[config.mk]
export PLATFORM = sky130hd
export DESIGN_NAME = tile_plotter_flat
export DESIGN_NICKNAME = d
export VERILOG_FILES = /design/src/rtl/tile_plotter_pkg.sv /design/src/rtl/tile_plotter_if.sv /design/src/rtl/tile_raster_counter.sv /design/src/rtl/tile_plotter.sv /design/src/flat_wrapper.sv
export SDC_FILE = /design/constraint.sdc
export NUM_CORES = 1
export LEC_CHECK = 0
export CAP_MARGIN = 20
export CORE_MARGIN = 5
export CORE_UTILIZATION = 57
export DETAILED_ROUTE_END_ITERATION = 10
export PLACE_DENSITY_LB_ADDON = 0.1
export SYNTH_ARGS = -nofsm -noshare
export SYNTH_HDL_FRONTEND = slang
export SYNTH_SLANG_ARGS = --single-unit
[constraint.sdc]
create_clock -name clock -period 7.5 [get_ports clock]
set_clock_uncertainty 0.2 [all_clocks]
set_input_delay 1.5 -clock clock [delete_from_list [all_inputs] [get_ports clock]]
set_output_delay 1.5 -clock clock [all_outputs]
set_load 0.02 [all_outputs]
[src/rtl/tile_plotter_pkg.sv]
// Shared types and constants for the tile plotter: FSM state, screen limits,
// colour constants and the on-screen test used for clipping.
package tile_plotter_pkg;

  typedef enum logic [1:0] {
    IDLE = 2'd0,
    PLOT = 2'd1,
    DONE = 2'd2
  } state_t;

  localparam int SCREEN_W = 160;
  localparam int SCREEN_H = 120;

  localparam logic [2:0] BLACK = 3'b000;
  localparam logic [2:0] GREEN = 3'b010;
  localparam logic [2:0] WHITE = 3'b111;

  // Pixels outside the visible 160x120 area are counted but never written.
  function automatic logic on_screen(input logic [7:0] x, input logic [6:0] y);
    return (x < 8'(SCREEN_W)) && (y < 7'(SCREEN_H));
  endfunction

endpackage

[src/rtl/tile_plotter_if.sv]
// Request handshake and VGA adapter pixel bus of the tile plotter.
// master = requester side, slave = plotter side.
interface tile_plotter_if;
  // req_valid/req_ready: a request is accepted on a rising edge where both are
  // high; the plotter latches req_x/req_y/req_color at that edge and ignores
  // the request inputs until it returns to idle.
  logic       req_valid;
  logic       req_ready;
  logic [7:0] req_x;
  logic [6:0] req_y;
  logic [2:0] req_color;
  logic [7:0] vga_x;
  logic [6:0] vga_y;
  logic [2:0] vga_colour;
  logic       vga_plot;
  logic       done;

  modport master (
    output req_valid, req_x, req_y, req_color,
    input  req_ready, vga_x, vga_y, vga_colour, vga_plot, done
  );

  modport slave (
    input  req_valid, req_x, req_y, req_color,
    output req_ready, vga_x, vga_y, vga_colour, vga_plot, done
  );
endinterface

[src/rtl/tile_raster_counter.sv]
// Raster-order cx/cy counter for one tile (cx fastest) with a last-pixel flag.
// nxt_cx/nxt_cy expose the coordinates that will be current after the next edge.
module tile_raster_counter #(
  parameter int TILE_W = 4,
  parameter int TILE_H = 4
) (
  input  logic       clock,
  input  logic       reset_n,
  input  logic       clear,
  input  logic       advance,
  output logic [3:0] nxt_cx,
  output logic [3:0] nxt_cy,
  output logic       last
);

  localparam logic [3:0] CX_LAST = 4'(TILE_W - 1);
  localparam logic [3:0] CY_LAST = 4'(TILE_H - 1);

  logic [3:0] cx;
  logic [3:0] cy;

  always_comb begin
    last   = (cx == CX_LAST) && (cy == CY_LAST);
    nxt_cx = cx;
    nxt_cy = cy;
    if (clear) begin
      nxt_cx = '0;
      nxt_cy = '0;
    end else if (advance) begin
      if (cx == CX_LAST) begin
        nxt_cx = '0;
        nxt_cy = (cy == CY_LAST) ? 4'd0 : cy + 4'd1;
      end else begin
        nxt_cx = cx + 4'd1;
      end
    end
  end

  always_ff @(posedge clock) begin
    if (!reset_n) begin
      cx <= '0;
      cy <= '0;
    end else begin
      cx <= nxt_cx;
      cy <= nxt_cy;
    end
  end

endmodule

[src/rtl/tile_plotter.sv]
// Draws one TILE_W x TILE_H tile per request, one pixel per cycle, to a VGA adapter.
// Optional macro TILE_PLOTTER_BORDER_EN: outline only (interior pixels black).
module tile_plotter
  import tile_plotter_pkg::*;
#(
  parameter int TILE_W = 4,
  parameter int TILE_H = 4
) (
  input  logic                 clock,
  input  logic                 reset_n,
  tile_plotter_if.slave        bus,
  output state_t               state_dbg
);

  localparam logic [3:0] CX_LAST = 4'(TILE_W - 1);
  localparam logic [3:0] CY_LAST = 4'(TILE_H - 1);

  state_t     state;
  logic [7:0] base_x;
  logic [6:0] base_y;
  logic [2:0] base_color;
  logic [7:0] vga_x_q;
  logic [6:0] vga_y_q;
  logic [2:0] vga_colour_q;
  logic       vga_plot_q;
  logic       done_q;

  logic       accept;
  logic       advance;
  logic       clear;
  logic       last;
  logic [3:0] nxt_cx;
  logic [3:0] nxt_cy;
  logic [7:0] src_x;
  logic [6:0] src_y;
  logic [2:0] src_color;
  logic [7:0] pix_x;
  logic [6:0] pix_y;
  logic [2:0] pix_colour;
  logic       pix_plot;

  assign accept  = bus.req_valid && (state == IDLE);
  assign advance = (state == PLOT) && !last;
  assign clear   = accept || ((state == PLOT) && last);

  tile_raster_counter #(
    .TILE_W(TILE_W),
    .TILE_H(TILE_H)
  ) u_counter (
    .clock   (clock),
    .reset_n (reset_n),
    .clear   (clear),
    .advance (advance),
    .nxt_cx  (nxt_cx),
    .nxt_cy  (nxt_cy),
    .last    (last)
  );

  // On the accept edge the latched base is not yet valid, so the first pixel
  // is built straight from the request inputs.
  always_comb begin
    src_x      = (state == IDLE) ? bus.req_x     : base_x;
    src_y      = (state == IDLE) ? bus.req_y     : base_y;
    src_color  = (state == IDLE) ? bus.req_color : base_color;
    pix_x      = src_x + {4'b0000, nxt_cx};
    pix_y      = src_y + {3'b000, nxt_cy};
    pix_plot   = on_screen(pix_x, pix_y);
`ifdef TILE_PLOTTER_BORDER_EN
    if ((nxt_cx != 4'd0) && (nxt_cx != CX_LAST) &&
        (nxt_cy != 4'd0) && (nxt_cy != CY_LAST))
      pix_colour = BLACK;
    else
      pix_colour = src_color;
`else
    pix_colour = src_color;
`endif
  end

  always_ff @(posedge clock) begin
    if (!reset_n) begin
      state        <= IDLE;
      base_x       <= '0;
      base_y       <= '0;
      base_color   <= '0;
      vga_x_q      <= '0;
      vga_y_q      <= '0;
      vga_colour_q <= '0;
      vga_plot_q   <= 1'b0;
      done_q       <= 1'b0;
    end else begin
      done_q <= 1'b0;
      case (state)
        IDLE: begin
          vga_plot_q <= 1'b0;
          if (accept) begin
            base_x       <= bus.req_x;
            base_y       <= bus.req_y;
            base_color   <= bus.req_color;
            vga_x_q      <= pix_x;
            vga_y_q      <= pix_y;
            vga_colour_q <= pix_colour;
            vga_plot_q   <= pix_plot;
            state        <= PLOT;
          end
        end
        PLOT: begin
          if (last) begin
            vga_plot_q <= 1'b0;
            done_q     <= 1'b1;
            state      <= DONE;
          end else begin
            vga_x_q      <= pix_x;
            vga_y_q      <= pix_y;
            vga_colour_q <= pix_colour;
            vga_plot_q   <= pix_plot;
          end
        end
        DONE: begin
          vga_plot_q <= 1'b0;
          state      <= IDLE;
        end
        default: begin
          vga_plot_q <= 1'b0;
          state      <= IDLE;
        end
      endcase
    end
  end

  assign bus.req_ready  = (state == IDLE);
  assign bus.vga_x      = vga_x_q;
  assign bus.vga_y      = vga_y_q;
  assign bus.vga_colour = vga_colour_q;
  assign bus.vga_plot   = vga_plot_q;
  assign bus.done       = done_q;
  assign state_dbg      = state;

endmodule

[src/flat_wrapper.sv]
// flat-port wrapper written by rule: the top's interface ports become plain ports
module tile_plotter_flat import tile_plotter_pkg::*;
#(
  parameter int TILE_W = 4,
  parameter int TILE_H = 4
)
  (clock, reset_n, state_dbg, bus_req_valid, bus_req_x, bus_req_y, bus_req_color, bus_req_ready, bus_vga_x, bus_vga_y, bus_vga_colour, bus_vga_plot, bus_done);
  tile_plotter_if bus_i ();
  input  logic clock;
  input  logic reset_n;
  output state_t state_dbg;
  input wire logic [$bits(bus_i.req_valid)-1:0] bus_req_valid;
  input wire logic [$bits(bus_i.req_x)-1:0] bus_req_x;
  input wire logic [$bits(bus_i.req_y)-1:0] bus_req_y;
  input wire logic [$bits(bus_i.req_color)-1:0] bus_req_color;
  output wire logic [$bits(bus_i.req_ready)-1:0] bus_req_ready;
  output wire logic [$bits(bus_i.vga_x)-1:0] bus_vga_x;
  output wire logic [$bits(bus_i.vga_y)-1:0] bus_vga_y;
  output wire logic [$bits(bus_i.vga_colour)-1:0] bus_vga_colour;
  output wire logic [$bits(bus_i.vga_plot)-1:0] bus_vga_plot;
  output wire logic [$bits(bus_i.done)-1:0] bus_done;
  assign bus_i.req_valid = bus_req_valid;
  assign bus_i.req_x = bus_req_x;
  assign bus_i.req_y = bus_req_y;
  assign bus_i.req_color = bus_req_color;
  assign bus_req_ready = bus_i.req_ready;
  assign bus_vga_x = bus_i.vga_x;
  assign bus_vga_y = bus_i.vga_y;
  assign bus_vga_colour = bus_i.vga_colour;
  assign bus_vga_plot = bus_i.vga_plot;
  assign bus_done = bus_i.done;
  tile_plotter #(.TILE_W(TILE_W), .TILE_H(TILE_H)) u_core (.clock(clock), .reset_n(reset_n), .bus(bus_i), .state_dbg(state_dbg));
endmodule
Word-level counts from Yosys, hierarchy flattened
Index checks and enable logic that the tools add are counted. Widths: inputs -> output; s select.

Bits in registers: 48. Input bits: 21. Output and inout port bits: 23. Logic and storage cells: 62.

Add/subtract/negate cells: 4. $lt $le $gt $ge: 2. Equal/unequal tests: 6. Multiplexer cells: 26. Reduce and logical (&&, ||, !) cells: 13.

Operator list (number): $mux 4 (7); $mux 8 (3); $mux 7 (3); $pmux 8 s2 (1); $pmux 7 s2 (1); $mux 3 (3); $add 4x1->4 const B (2); $add 8x4->8 (1); $eq 4x2->1 const B (2); $lt 8x8->1 const B (1); $add 7x4->7 (1); $lt 7x7->1 const B (1); $pmux 3 s2 (1); $reduce_and 2->1 (3); $logic_and 1x1->1 (5); $mux 2 (2); $ne 2x1->1 const B (2); $pmux 2 s2 (1); $mux 1 (3); $reduce_and 3->1 (1); $eq 2x1->1 const B (1); $logic_not 2->1 (1); $ne 2x2->1 const B (1); $pmux 1 s2 (1); 3 further kinds (3).

Longest topological paths before layout
Gate-level depths: netlist (run 1).

Word-level depth: 11. Depth in mapped cells: 15. Depth with buffers taken out: 15.

Modules after synthesis
A second synthesis (run 1) with hierarchy kept.

Cells, all modules: 303. Area total of the unflattened synthesis: 2695.1 µm².

Modules (own cells, without submodules): tile_plotter (times used 1, cells an instance 252, area each 2240.9 µm², seq. area each 800.8 µm²); tile_raster_counter (times used 1, cells an instance 51, area each 454.2 µm², seq. area each 160.2 µm²).

Worst setup path after synthesis (run 1)
Ideal clock, no wire load.

Path kind: input to register. Start: input bus_req_valid. End: register u_core.vga_plot_q, in the netlist u_core.bus.vga_plot. Library setup time: 0.122 ns. Arrival time: 3.368 ns. Required time: 7.178 ns. Setup slack: 3.811 ns. Stages on the path: 13. Buffers on the path: 2. Path through: and2_1 -> buf_6 -> buf_2 -> nor2_1 -> ha_1 -> inv_1 -> fa_1 -> nor2b_1 -> o21ai_0 -> a21oi_1 -> xnor2_1 -> o21ai_0 -> o311a_1.

Longest elaborated chain between the ends: 8. Elaborated cells between the ends (all ways): 12. Those cells by class: add/sub (2); order compare (2); mux (5); reduce/logical (3).

Ends and longest elaborated chain: start, declared (RTL line flat_wrapper.sv:12) `input wire logic [$bits(bus_i.req_valid)-1:0] bus_req_valid;`; $logic_and 1x1->1 (*) (RTL line tile_plotter.sv:42) `assign accept = bus.req_valid && (state == IDLE);`; $logic_or 1x1->1 (*) (RTL line tile_plotter.sv:44) `assign clear = accept || ((state == PLOT) && last);`; $mux 4 (*) (RTL line tile_raster_counter.sv:26) `if (clear) begin`; named net u_core.nxt_cx[0] (RTL line tile_plotter.sv:32) `logic [3:0] nxt_cx;`; $add 8x4->8 (*) (RTL line tile_plotter.sv:65) `pix_x = src_x + {4'b0000, nxt_cx};`; $lt 8x8->1 (*) (RTL line tile_plotter_pkg.sv:20) `return (x < 8'(SCREEN_W)) && (y < 7'(SCREEN_H));`; $logic_and 1x1->1 (*) (RTL line tile_plotter_pkg.sv:20); $mux 1, on equally long branches (RTL line tile_plotter.sv:107, tile_plotter.sv:95); $pmux 1 s2 (*) (RTL line tile_plotter.sv:92) `case (state)`; end signal, assigned (RTL line tile_plotter.sv:102) `vga_plot_q <= pix_plot;`; end signal, assigned (RTL line tile_plotter.sv:115) `vga_plot_q <= pix_plot;`; end, declared (RTL line tile_plotter.sv:25) `logic vga_plot_q;`.

Mark *: on every way through the listed nets, which the timed path passes. The rest lies on a longest branch. A chain may end at the register's enable or synchronous reset.

Final worst setup path (run 1)
Start: input bus_req_valid. End: register u_core.vga_plot_q, in the netlist u_core.bus.vga_plot.

Longest elaborated chain between the ends: 8. Elaborated cells between the ends (all ways): 12. Those cells by class: add/sub (2); order compare (2); mux (5); reduce/logical (3).

Ends and longest elaborated chain: $logic_and 1x1->1 (*) (RTL line tile_plotter.sv:42); $logic_or 1x1->1 (*) (RTL line tile_plotter.sv:44); $mux 4 (*) (RTL line tile_raster_counter.sv:26); named net u_core.nxt_cy[0] (RTL line tile_plotter.sv:33) `logic [3:0] nxt_cy;`; $add 7x4->7 (*) (RTL line tile_plotter.sv:66) `pix_y = src_y + {3'b000, nxt_cy};`; $lt 7x7->1 (*) (RTL line tile_plotter_pkg.sv:20); $logic_and 1x1->1 (*) (RTL line tile_plotter_pkg.sv:20); $mux 1, on equally long branches (RTL line tile_plotter.sv:107, tile_plotter.sv:95); $pmux 1 s2 (*) (RTL line tile_plotter.sv:92).

Marked as above.

==> impl_metrics.csv, run 1 <==
group,metric,value,unit
critical_path,critPathMostFrequentCell,"nor2_1",
synth,yosysWarnings,0,
placement,gp_congestion,0.829,
cts,cts_sinks,48,
floorplan,die_width,77.0,um
cts,tritoncts,"done",
pwr,p_clk_share,28.3,%
pwr,switchingPower,0.161,mW
timing,worst_pin_slew,985,ps
synth,avgSynthCellArea,8.62,sq um
cts,post_cts_resized,0,
cells_and_area,num_antenna_cells,0,
synth,yosysMostFrequentCell,"nand2_1",
pwr,power_density,184,nW/um^2
cells_and_area,nFillCells,367,
global_routing,overflow,0,
detailed_routing,routed_wl,5700,um
synth,synth_top_area_share,37.5,%
floorplan,dieArea,5930,sq um
critical_path,regToRegSetupSlack,3590,ps
cts,clk_latency,310,ps
synth,async_flop_share,0,%
synth,ys_seq_area_share,37.5,%
floorplan,die_h,77.0,um
timing,rsz0062_at_grt,"false",
synth,synth_seq_cells,48,
floorplan,num_rows,24,
pwr,peakVddDrop,0.000133,V
cts,post-cts-setup-buffers,0,
synth,ys.flop_type,"dfxtp_1",
global_routing,grt_usage,19.8,%
cells_and_area,drive_above_1_share,7.78,%
cts,root_buffer,"clkbuf_8",
critical_path,critPathMaxFanout,20,
pwr,combPwrFrac,22.0,%
floorplan,core-area,4350,sq um
detailed_routing,drtIter0Drc,135,
timing,post-route-min-period,4520,ps
critical_path,arrival,4520,ps
timing,max_freq,221,MHz
timing,maxSlewViolCount,0,
synth,synth_area_leaders,"dfxtp_1 38%, nand2_1 10%, a21boi_0 7.3%",
detailed_routing,first_pass_iters,4,
placement,portBuffers,43,
cts,postCtsHoldBufs,0,
critical_path,max_stage_delay,540,ps
synth,syn_area,2560,sq um
placement,hpwl,4000,um
cells_and_area,multiInputGateArea,1470,sq um
cells_and_area,area_growth,19.7,%
flow_run,cap_violations,0,
critical_path,start_kind,"input port",
pwr,seqPwrFrac,49.7,%
cells_and_area,fin_util,70.4,%
worst_hold_path,hold_class,"flop to flop",
global_routing,grt_pass1_wl,9650,um
detailed_routing,avgRoutedWirePerCell,14.8,um
synth,yosysTopAreaCell,"dfxtp_1",
run_status,outcome,"completed",
critical_path,path_cells,"clkdlybuf4s50_1, nand2_1, o21ai_0, nor2_1, ha_1, inv_1, fa_1, nor2b_1, o21a_1, nor2_1, xnor2_1, o311a_1",
critical_path,endpoint_kind,"flop",
cts,clk_pin_slew,80,ps
critical_path,worstPathRequired,7500,ps
critical_path,cpLargestDelayFamily,"simple AND/OR/NAND/NOR gates",
cts,numCtsBuffers,5,
timing,hold_viol_final,0,
pwr,p_leak,1.29,nW
timing,setup_violations,0,
global_routing,antenna_found_initial,0,
critical_path,cpMaxStageDelayCell,"nand2_1",
floorplan,io_pins,44,
floorplan,start_util,58.8,%
synth,synth_edf_count,0,
cells_and_area,register_area,961,sq um
global_routing,grt_pass1_vias,2063,
timing,relSlewSlack,34.4,%
pwr,swShare,28.5,%
global_routing,grt_max_degree,48,
cells_and_area,nets,366,
timing,finalSetupTns,0,ps
synth,netlist_instances,297,
detailed_routing,route.detailed.drc,0,
detailed_routing,ant_nets,0,
detailed_routing,routed_via_density,5.48,
synth,syn_nets,330,
cts,cts_buffer_depth,2,
cts,h-tree-depth,2,
pwr,intPower,0.404,mW
critical_path,critPathKind,"input port to flop",
synth,synth.distinct_cells,41,
synth,synth_commonest_cells,"70 x nand2_1, 48 x dfxtp_1, 25 x a21boi_0",
timing,final.period_utilization,60.3,%
detailed_routing,dr_total_vias,2116,
critical_path,path_buf_inv,2,
## cell usage in the layout, fill, tap and decap left out, types with 4 or more instances in the layout
cell type	count
xor2_1	6
and2_1	10
a21boi_0	25
mux2i_1	8
nor2_1	14
dfxtp_1	48
and3_2	4
xnor2_1	8
o211a_1	7
a21oi_1	7
clkdlybuf4s50_1	43
nand2_1	70
inv_1	9
mux2_2	8
clkbuf_8	6
nand3_1	5
o21ai_0	12
ha_1	10
## power by group through the flow
stage / Sequential (mW) / Clock, mW / Combinational [mW]
after global routing: 0.283 / 0.175 / 0.136
after CTS: 0.281 / 0.163 / 0.125
after detailed placement: 0.287 / 0 / 0.124
after global placement: 0.286 / 0 / 0.123
after floorplan: 0.298 / 0 / 0.0669
final: 0.281 / 0.160 / 0.124
## per-layer routing
| layer | global-route usage (%) | routed length (um) | vias to the layer above |
|---|---|---|---|
| met5 | 0 | 0 | - |
| li1 | - | - | 1068 |
| met1 | 25.7 | 2660 | 988 |
| met2 | 31.6 | 2650 | 52 |
| met4 | 6.70 | 82 | 0 |
| met3 | 5.62 | 300 | 8 |
## cell families (layout without fill, tap and decap cells)
| logic type | Yosys count | in the layout | synth area share (%) |
|---|---|---|---|
| flops | 48 | 48 | 37.5 |
| buf+inv | 25 | 62 | 5.03 |
| mux | 16 | 16 | 6.65 |
| xor+xnor | 14 | 14 | 4.79 |
| simple gates | 120 | 120 | 22.2 |
| compound gates | 62 | 62 | 17.3 |
| fa+ha+maj | 12 | 12 | 6.45 |
## worst paths after layout
check / cells after the start / startpoint / endpoint
hold / removal: 2 / u_core.base_color[0]$_SDFFE_PN0P_ / u_core.base_color[0]$_SDFFE_PN0P_
setup / recovery: 12 / bus_req_valid / u_core.bus.vga_plot$_SDFF_PN0_
hold reg to reg: 2 / u_core.base_color[0]$_SDFFE_PN0P_ / u_core.base_color[0]$_SDFFE_PN0P_
setup reg to reg: 10 / u_core.state_dbg[0]$_SDFFE_PN0P_ / u_core.bus.vga_plot$_SDFF_PN0_
## per-stage QoR
| step | worst slack, ps | power (mW) | hold WS (ps) | area (sq um) | std cells |
|---|---|---|---|---|---|
| global placement | 2850 | 0.409 | 246 | 2980 | 378 |
| detailed placement | 2760 | 0.411 | 256 | 2980 | 378 |
| global route | 2770 | 0.594 | 288 | 3070 | 386 |
| CTS | 2990 | 0.569 | 268 | 3070 | 386 |
| finish | 2980 | 0.565 | 263 | 3070 | 386 |
| floorplan | 3810 | 0.364 | 240 | 2560 | 297 |
## worst register-to-register path: cells and delay by family (launching register included)
kind	cells	cell delay, ps
adder cells (fa/ha/maj)	1	370
AND/OR/NAND/NOR	3	1690
flip-flops	1	410
AO/OA/AOI/OAI	5	930
XOR/XNOR	1	200
## cell type report
type,instances,share of cell area (%)
well taps,52,2.12
multi-input cells,224,48.0
clock buffers,8,2.94
inverters,9,1.10
repair buffers,45,14.5
flip-flops and latches,48,31.3
## flip-flops by register name, indices dropped and copies added, names as in the netlist
| name | count |
|---|---|
| u_core.base_x | 8 |
| u_core.bus.vga_x | 8 |
| u_core.base_y | 7 |
| u_core.bus.vga_colour | 3 |
| u_core.u_counter.cy | 4 |
| u_core.base_color | 3 |
| u_core.bus.done | 1 |
| u_core.state_dbg | 2 |
| u_core.bus.vga_y | 7 |
| u_core.u_counter.cx | 4 |
| u_core.bus.vga_plot | 1 |
(Power assumes the default switching activity.)
==> run 2, diff against run 1 <==
--- a/config.mk
+++ b/config.mk
@@ -7,7 +7,7 @@
 export LEC_CHECK = 0
 export CAP_MARGIN = 20
 export CORE_MARGIN = 5
-export CORE_UTILIZATION = 57
+export CORE_UTILIZATION = 53
 export DETAILED_ROUTE_END_ITERATION = 10
 export PLACE_DENSITY_LB_ADDON = 0.1
 export SYNTH_ARGS = -nofsm -noshare
==> constraint.sdc (replaced) <==
create_clock -name clock -period 4.25 [get_ports clock]
set_clock_uncertainty 0.2 [all_clocks]
set_input_delay 0.85 -clock clock [delete_from_list [all_inputs] [get_ports clock]]
set_output_delay 0.85 -clock clock [all_outputs]
set_load 0.02 [all_outputs]
==> run 2 against run 1 <==
Flip-flop and latch count unchanged. Register-to-register slack worse by 2600 ps. Non-clock buffer count is 3 higher. Sequential share of layout area decreased by 0.32 points. First-iteration DRC count is 8.9% lower. Critical endpoint unchanged.
==> impl_metrics.csv, run 2 (synthesis results as in run 1) <==
group,metric,value,unit
pwr,switchingPower,0.279,mW
global_routing,overflow,0,
floorplan,io_pins,44,
global_routing,grt_pass1_wl,9630,um
timing,rsz0062_at_grt,"false",
critical_path,endpoint_kind,"flop",
detailed_routing,ant_nets,0,
timing,post-route-min-period,3240,ps
cts,numCtsBuffers,5,
pwr,intPower,0.728,mW
timing,hold_viol_final,0,
global_routing,grt_usage,19.2,%
pwr,seqPwrFrac,49.2,%
pwr,peakVddDrop,0.000290,V
placement,portBuffers,43,
timing,setup_violations,0,
cells_and_area,post-route-cell-area,3100,sq um
placement,hpwl,4090,um
pwr,p_leak,1.31,nW
detailed_routing,routed_via_density,5.29,
cts,cts_buffer_depth,2,
detailed_routing,first_pass_iters,4,
pwr,p_clk_share,29.0,%
cts,h-tree-depth,2,
placement,gp_congestion,0.812,
critical_path,critPathMaxFanout,8,
cts,clk_latency,290,ps
timing,relSlewSlack,42.5,%
critical_path,arrival,3290,ps
detailed_routing,route.detailed.drc,0,
detailed_routing,routed_wl,5540,um
cells_and_area,nFillCells,397,
critical_path,worstPathRequired,4290,ps
floorplan,num_rows,25,
timing,maxSlewViolCount,0,
floorplan,dieArea,6320,sq um
cells_and_area,register_area,961,sq um
detailed_routing,drtIter0Drc,123,
critical_path,critPathKind,"input port to flop",
floorplan,die_width,79.5,um
cells_and_area,num_antenna_cells,0,
cells_and_area,multiInputGateArea,1470,sq um
pwr,swShare,27.7,%
cells_and_area,final_common_cell,"nand2_1",
detailed_routing,dr_total_vias,2065,
cts,postCtsHoldBufs,0,
placement,pre_cts_ws,721,ps
cells_and_area,drive_above_1_share,8.93,%
worst_hold_path,hold_class,"flop to flop",
cells_and_area,final_cell_mix,"70 x nand2_1, 48 x dfxtp_1, 43 x clkdlybuf4s50_1",
timing,finalSetupTns,0,ps
run_status,outcome,"completed",
timing,max_freq,308,MHz
timing,final.period_utilization,76.3,%
global_routing,grt_pass1_vias,2011,
pwr,combPwrFrac,21.8,%
cells_and_area,area_growth,21.0,%
cells_and_area,nets,369,
timing,setup_ws,1010,ps
cts,tritoncts,"done",
pwr,power,1.01,mW
cts,post_cts_resized,0,
global_routing,antenna_found_initial,0,
placement,postPlaceCellArea,3000,sq um
floorplan,die_h,79.5,um
floorplan,core-area,4690,sq um
pwr,power_density,325,nW/um^2
timing,worst_pin_slew,857,ps
critical_path,start_kind,"input port",
cts,post-cts-setup-buffers,0,
detailed_routing,avgRoutedWirePerCell,14.2,um
cts,root_buffer,"clkbuf_8",
cts,clk_pin_slew,90,ps
cts,cts_sinks,48,
floorplan,start_util,54.6,%
global_routing,grt_max_degree,34,
flow_run,cap_violations,0,
run 2: cell types whose count changed in the layout (fill, tap and decap cells not counted), sizes merged:
cell    previous run  this run
buf                2         5
clkbuf             8         7
run 2: worst max-delay path, stage by stage:
cell and delay (ps):
clkdlybuf4s50_1 430, and2_1 250, nor2_1 180, ha_1 200, inv_1 60, fa_1 390, nor2b_1 120, o21ai_0 110
a21oi_1 200, xnor2_1 100, o21ai_0 210, o311a_1 180
run 2: routing by layer:
layer / global-route usage (%) / part of all wire, % / vias up
met2: 29.7 / 45 / 37
met1: 26.8 / 50 / 955
met5: 0 / 0 / -
met3: 4.40 / 4.2 / 4
met4: 4.81 / 0.87 / 0
li1: - / - / 1069
run 2: final timing paths:
check / from / endpoint / slack (ps) / cells past startpoint
hold / removal: u_core.base_x[6]$_SDFFE_PN0P_ / u_core.base_x[6]$_SDFFE_PN0P_ / 270 / 2
setup / recovery: bus_req_valid / u_core.bus.vga_plot$_SDFF_PN0_ / 1010 / 12
hold reg to reg: u_core.base_x[6]$_SDFFE_PN0P_ / u_core.base_x[6]$_SDFFE_PN0P_ / 270 / 2
setup reg to reg: u_core.u_counter.cx[0]$_SDFF_PN0_ / u_core.bus.vga_y[6]$_SDFFE_PN0P_ / 1020 / 14
run 2: cell type report:
| type | count | share of cell area, % |
|---|---|---|
| inverters | 9 | 1.09 |
| multi-input cells | 224 | 47.5 |
| well taps | 54 | 2.18 |
| repair buffers | 48 | 15.1 |
| flip-flops and latches | 48 | 31.0 |
| clock buffers | 7 | 3.11 |
run 2: metrics by stage:
stage,hold WS (ps),utilization (%),instances
4_1_cts,268,66.0,390
3_3_place_gp,247,63.9,383
3_5_place_dp,256,63.9,383
2_1_floorplan,240,-,297
6_report,266,66.0,390
5_1_grt,284,66.0,390
run 2: power by group through the flow:
stage	clock network, mW	logic (mW)	registers (mW)
finish	0.292	0.220	0.496
global route	0.320	0.242	0.501
CTS	0.298	0.222	0.496
detailed placement	0	0.221	0.506
global placement	0	0.219	0.506
floorplan	0	0.118	0.525
==> run 3, diff against run 2 <==
==> constraint.sdc (replaced) <==
create_clock -name clock -period 3 [get_ports clock]
set_clock_uncertainty 0.2 [all_clocks]
set_input_delay 0.6 -clock clock [delete_from_list [all_inputs] [get_ports clock]]
set_output_delay 0.6 -clock clock [all_outputs]
set_load 0.02 [all_outputs]
==> run 3 against run 2 <==
Register-to-register slack got worse by 940 ps. Non-clock buffer count grew 22. Critical path depth grew 3. Sequential power rose by 42%. Setup slack worse by 930 ps. Combinational power is 54% higher. Sequential share of layout area shrank 2.1 points. Via count grew 5.5%. Hold slack got worse by 3.7 ps. Flip-flop and latch count did not move. Cell count increased by 5.9%. Clock-buffer cell count is 1 lower. Critical path type is now flop to flop. Highest routed layer unchanged.
==> impl_metrics.csv, run 3 (synthesis results as in run 1) <==
group,metric,value,unit
run_status,outcome,"completed",
cells_and_area,drive_above_1_share,18.7,%
global_routing,grt_pass1_vias,2141,
detailed_routing,drtIter0Drc,88,
detailed_routing,ant_nets,0,
global_routing,antenna_found_initial,0,
detailed_routing,route.detailed.drc,0,
detailed_routing,avgRoutedWirePerCell,14.2,um
cells_and_area,final_cell_mix,"70 x nand2_1, 46 x dfxtp_1, 43 x clkdlybuf4s50_1",
flow_run,cap_violations,0,
floorplan,io_pins,44,
pwr,power,1.44,mW
timing,relSlewSlack,58.4,%
critical_path,arrival,2920,ps
pwr,p_clk_share,27.7,%
cells_and_area,nFillCells,398,
cts,tritoncts,"done",
floorplan,num_rows,25,
cts,cts_buffer_depth,2,
floorplan,start_util,54.6,%
floorplan,core-area,4690,sq um
cts,cts_sinks,48,
timing,hold_ws,262,ps
placement,gp_congestion,0.824,
critical_path,endpoint_kind,"flop",
pwr,seqPwrFrac,48.8,%
worst_hold_path,worstHoldStart,"u_core.bus.vga_x[6]$_SDFFE_PN0P_",
placement,postPlaceCellArea,3160,sq um
timing,maxSlewViolCount,0,
detailed_routing,dr_total_vias,2179,
cells_and_area,nets,391,
critical_path,r2r_end,"u_core.bus.vga_y[4]$_SDFFE_PN0P_",
global_routing,grt_usage,20.2,%
placement,hpwl,4380,um
global_routing,grt_max_degree,28,
timing,post-route-min-period,2920,ps
worst_hold_path,min_to,"u_core.bus.vga_x[6]$_SDFFE_PN0P_",
detailed_routing,routed_wl,5860,um
global_routing,overflow,0,
cells_and_area,fin_util,71.0,%
cts,h-tree-depth,2,
floorplan,die_h,79.5,um
pwr,switchingPower,0.411,mW
pwr,power_density,432,nW/um^2
pwr,intPower,1.03,mW
cts,numCtsBuffers,5,
timing,finalSetupTns,0,ps
detailed_routing,first_pass_iters,4,
global_routing,grt_pass1_wl,9930,um
pwr,swShare,28.5,%
timing,setup_violations,0,
critical_path,start_kind,"flop",
cells_and_area,area_growth,30.1,%
cts,clk_pin_slew,90,ps
timing,final.period_utilization,97.4,%
floorplan,die_width,79.5,um
critical_path,worstReg2RegStart,"u_core.u_counter.cx[0]$_SDFF_PN0_",
critical_path,worstPathRequired,3000,ps
pwr,p_leak,1.42,nW
cts,postCtsHoldBufs,0,
floorplan,dieArea,6320,sq um
timing,hold_viol_final,0,
cts,root_buffer,"clkbuf_8",
timing,worst_pin_slew,620,ps
placement,portBuffers,43,
critical_path,critPathKind,"flop to flop",
pwr,combPwrFrac,23.5,%
critical_path,r2r_cells,15,
cts,clk_latency,300,ps
detailed_routing,routed_via_density,5.28,
cells_and_area,post-route-cell-area,3330,sq um
timing,rsz0062_at_grt,"true",
cells_and_area,num_antenna_cells,0,
timing,max_freq,342,MHz
critical_path,regToRegSetupSlack,80,ps
worst_hold_path,hold_class,"flop to flop",
critical_path,critPathMaxFanout,4,
pwr,peakVddDrop,0.000301,V
cells_and_area,final_common_cell,"nand2_1",
worst_hold_path,whs_path_depth,2,
[run 3: cell count changes in the layout (fill, tap and decap cells not counted), sizes merged]
| cell | delta |
|---|---|
| buf | +22 |
| clkinv | +2 |
| clkbuf | -1 |
[run 3: critical path: stages, from the launching register on]
cell	delay, ps
dfxtp_2	360
ha_4	150
nor3b_4	230
and3_4	250
nor2_4	50
xnor2_2	140
nor2_1	130
ha_2	200
inv_2	40
fa_2	340
nor2b_2	110
o21a_1	130
nor2_1	50
xnor2_1	190
nand2_1	90
o211a_1	150
[run 3: what timing repair did]
item                                    in CTS  in global routing
buffers inserted                             1                  0
hold endpoints to repair                     0                  0
endpoints found under the setup margin       3                  9
gates resized for setup                      9                 15
pin swaps                                    4                 12
[run 3: how the worst max path moves through the flow]
stage                                            startpoint                          endpoint  slack (ps)  cells past startpoint
after floorplan            u_core.state_dbg[1]$_SDFFE_PN0P_    u_core.bus.vga_plot$_SDFF_PN0_          10                     14
after global placement                        bus_req_valid    u_core.bus.vga_plot$_SDFF_PN0_        -120                     12
after detailed placement                      bus_req_valid    u_core.bus.vga_plot$_SDFF_PN0_        -170                     12
after CTS                 u_core.u_counter.cx[0]$_SDFF_PN0_    u_core.bus.vga_plot$_SDFF_PN0_         0.5                     14
after global routing      u_core.u_counter.cx[0]$_SDFF_PN0_  u_core.bus.vga_y[4]$_SDFFE_PN0P_        -120                     15
final                     u_core.u_counter.cx[0]$_SDFF_PN0_  u_core.bus.vga_y[4]$_SDFFE_PN0P_          80                     15
[run 3: power groups by stage]
stage	combinational, mW	clock [mW]	sequential (mW)
after floorplan	0.167	0	0.744
after global placement	0.331	0	0.714
after detailed placement	0.335	0	0.716
after CTS	0.338	0.413	0.702
after global routing	0.371	0.436	0.708
final	0.338	0.399	0.702
[run 3: layout make-up]
class / instances / area (sq um) / share of cell area, %
clock buffer: 6 / 82.6 / 2.48
clock inverter: 2 / 10.0 / 0.301
inverter: 9 / 33.8 / 1.01
multi-input combinational: 224 / 1540 / 46.2
sequential: 48 / 963 / 28.9
tap: 54 / 67.6 / 2.03
timing repair buffer: 70 / 633 / 19.0
[run 3: metrics by stage]
step,cells,worst slack [ps]
CTS,413,0.512
floorplan,297,14.2
detailed placement,404,-174
global route,413,-122
finish,413,79.1
global placement,404,-122
[run 3: metal layers]
metal | global-route usage (%) | vias up | share of wire [%]
met5 | 0 | - | 0
met4 | 6.19 | 0 | 1.5
met3 | 4.06 | 9 | 4.0
met2 | 33.0 | 39 | 46
met1 | 26.7 | 1014 | 48
li1 | - | 1117 | -
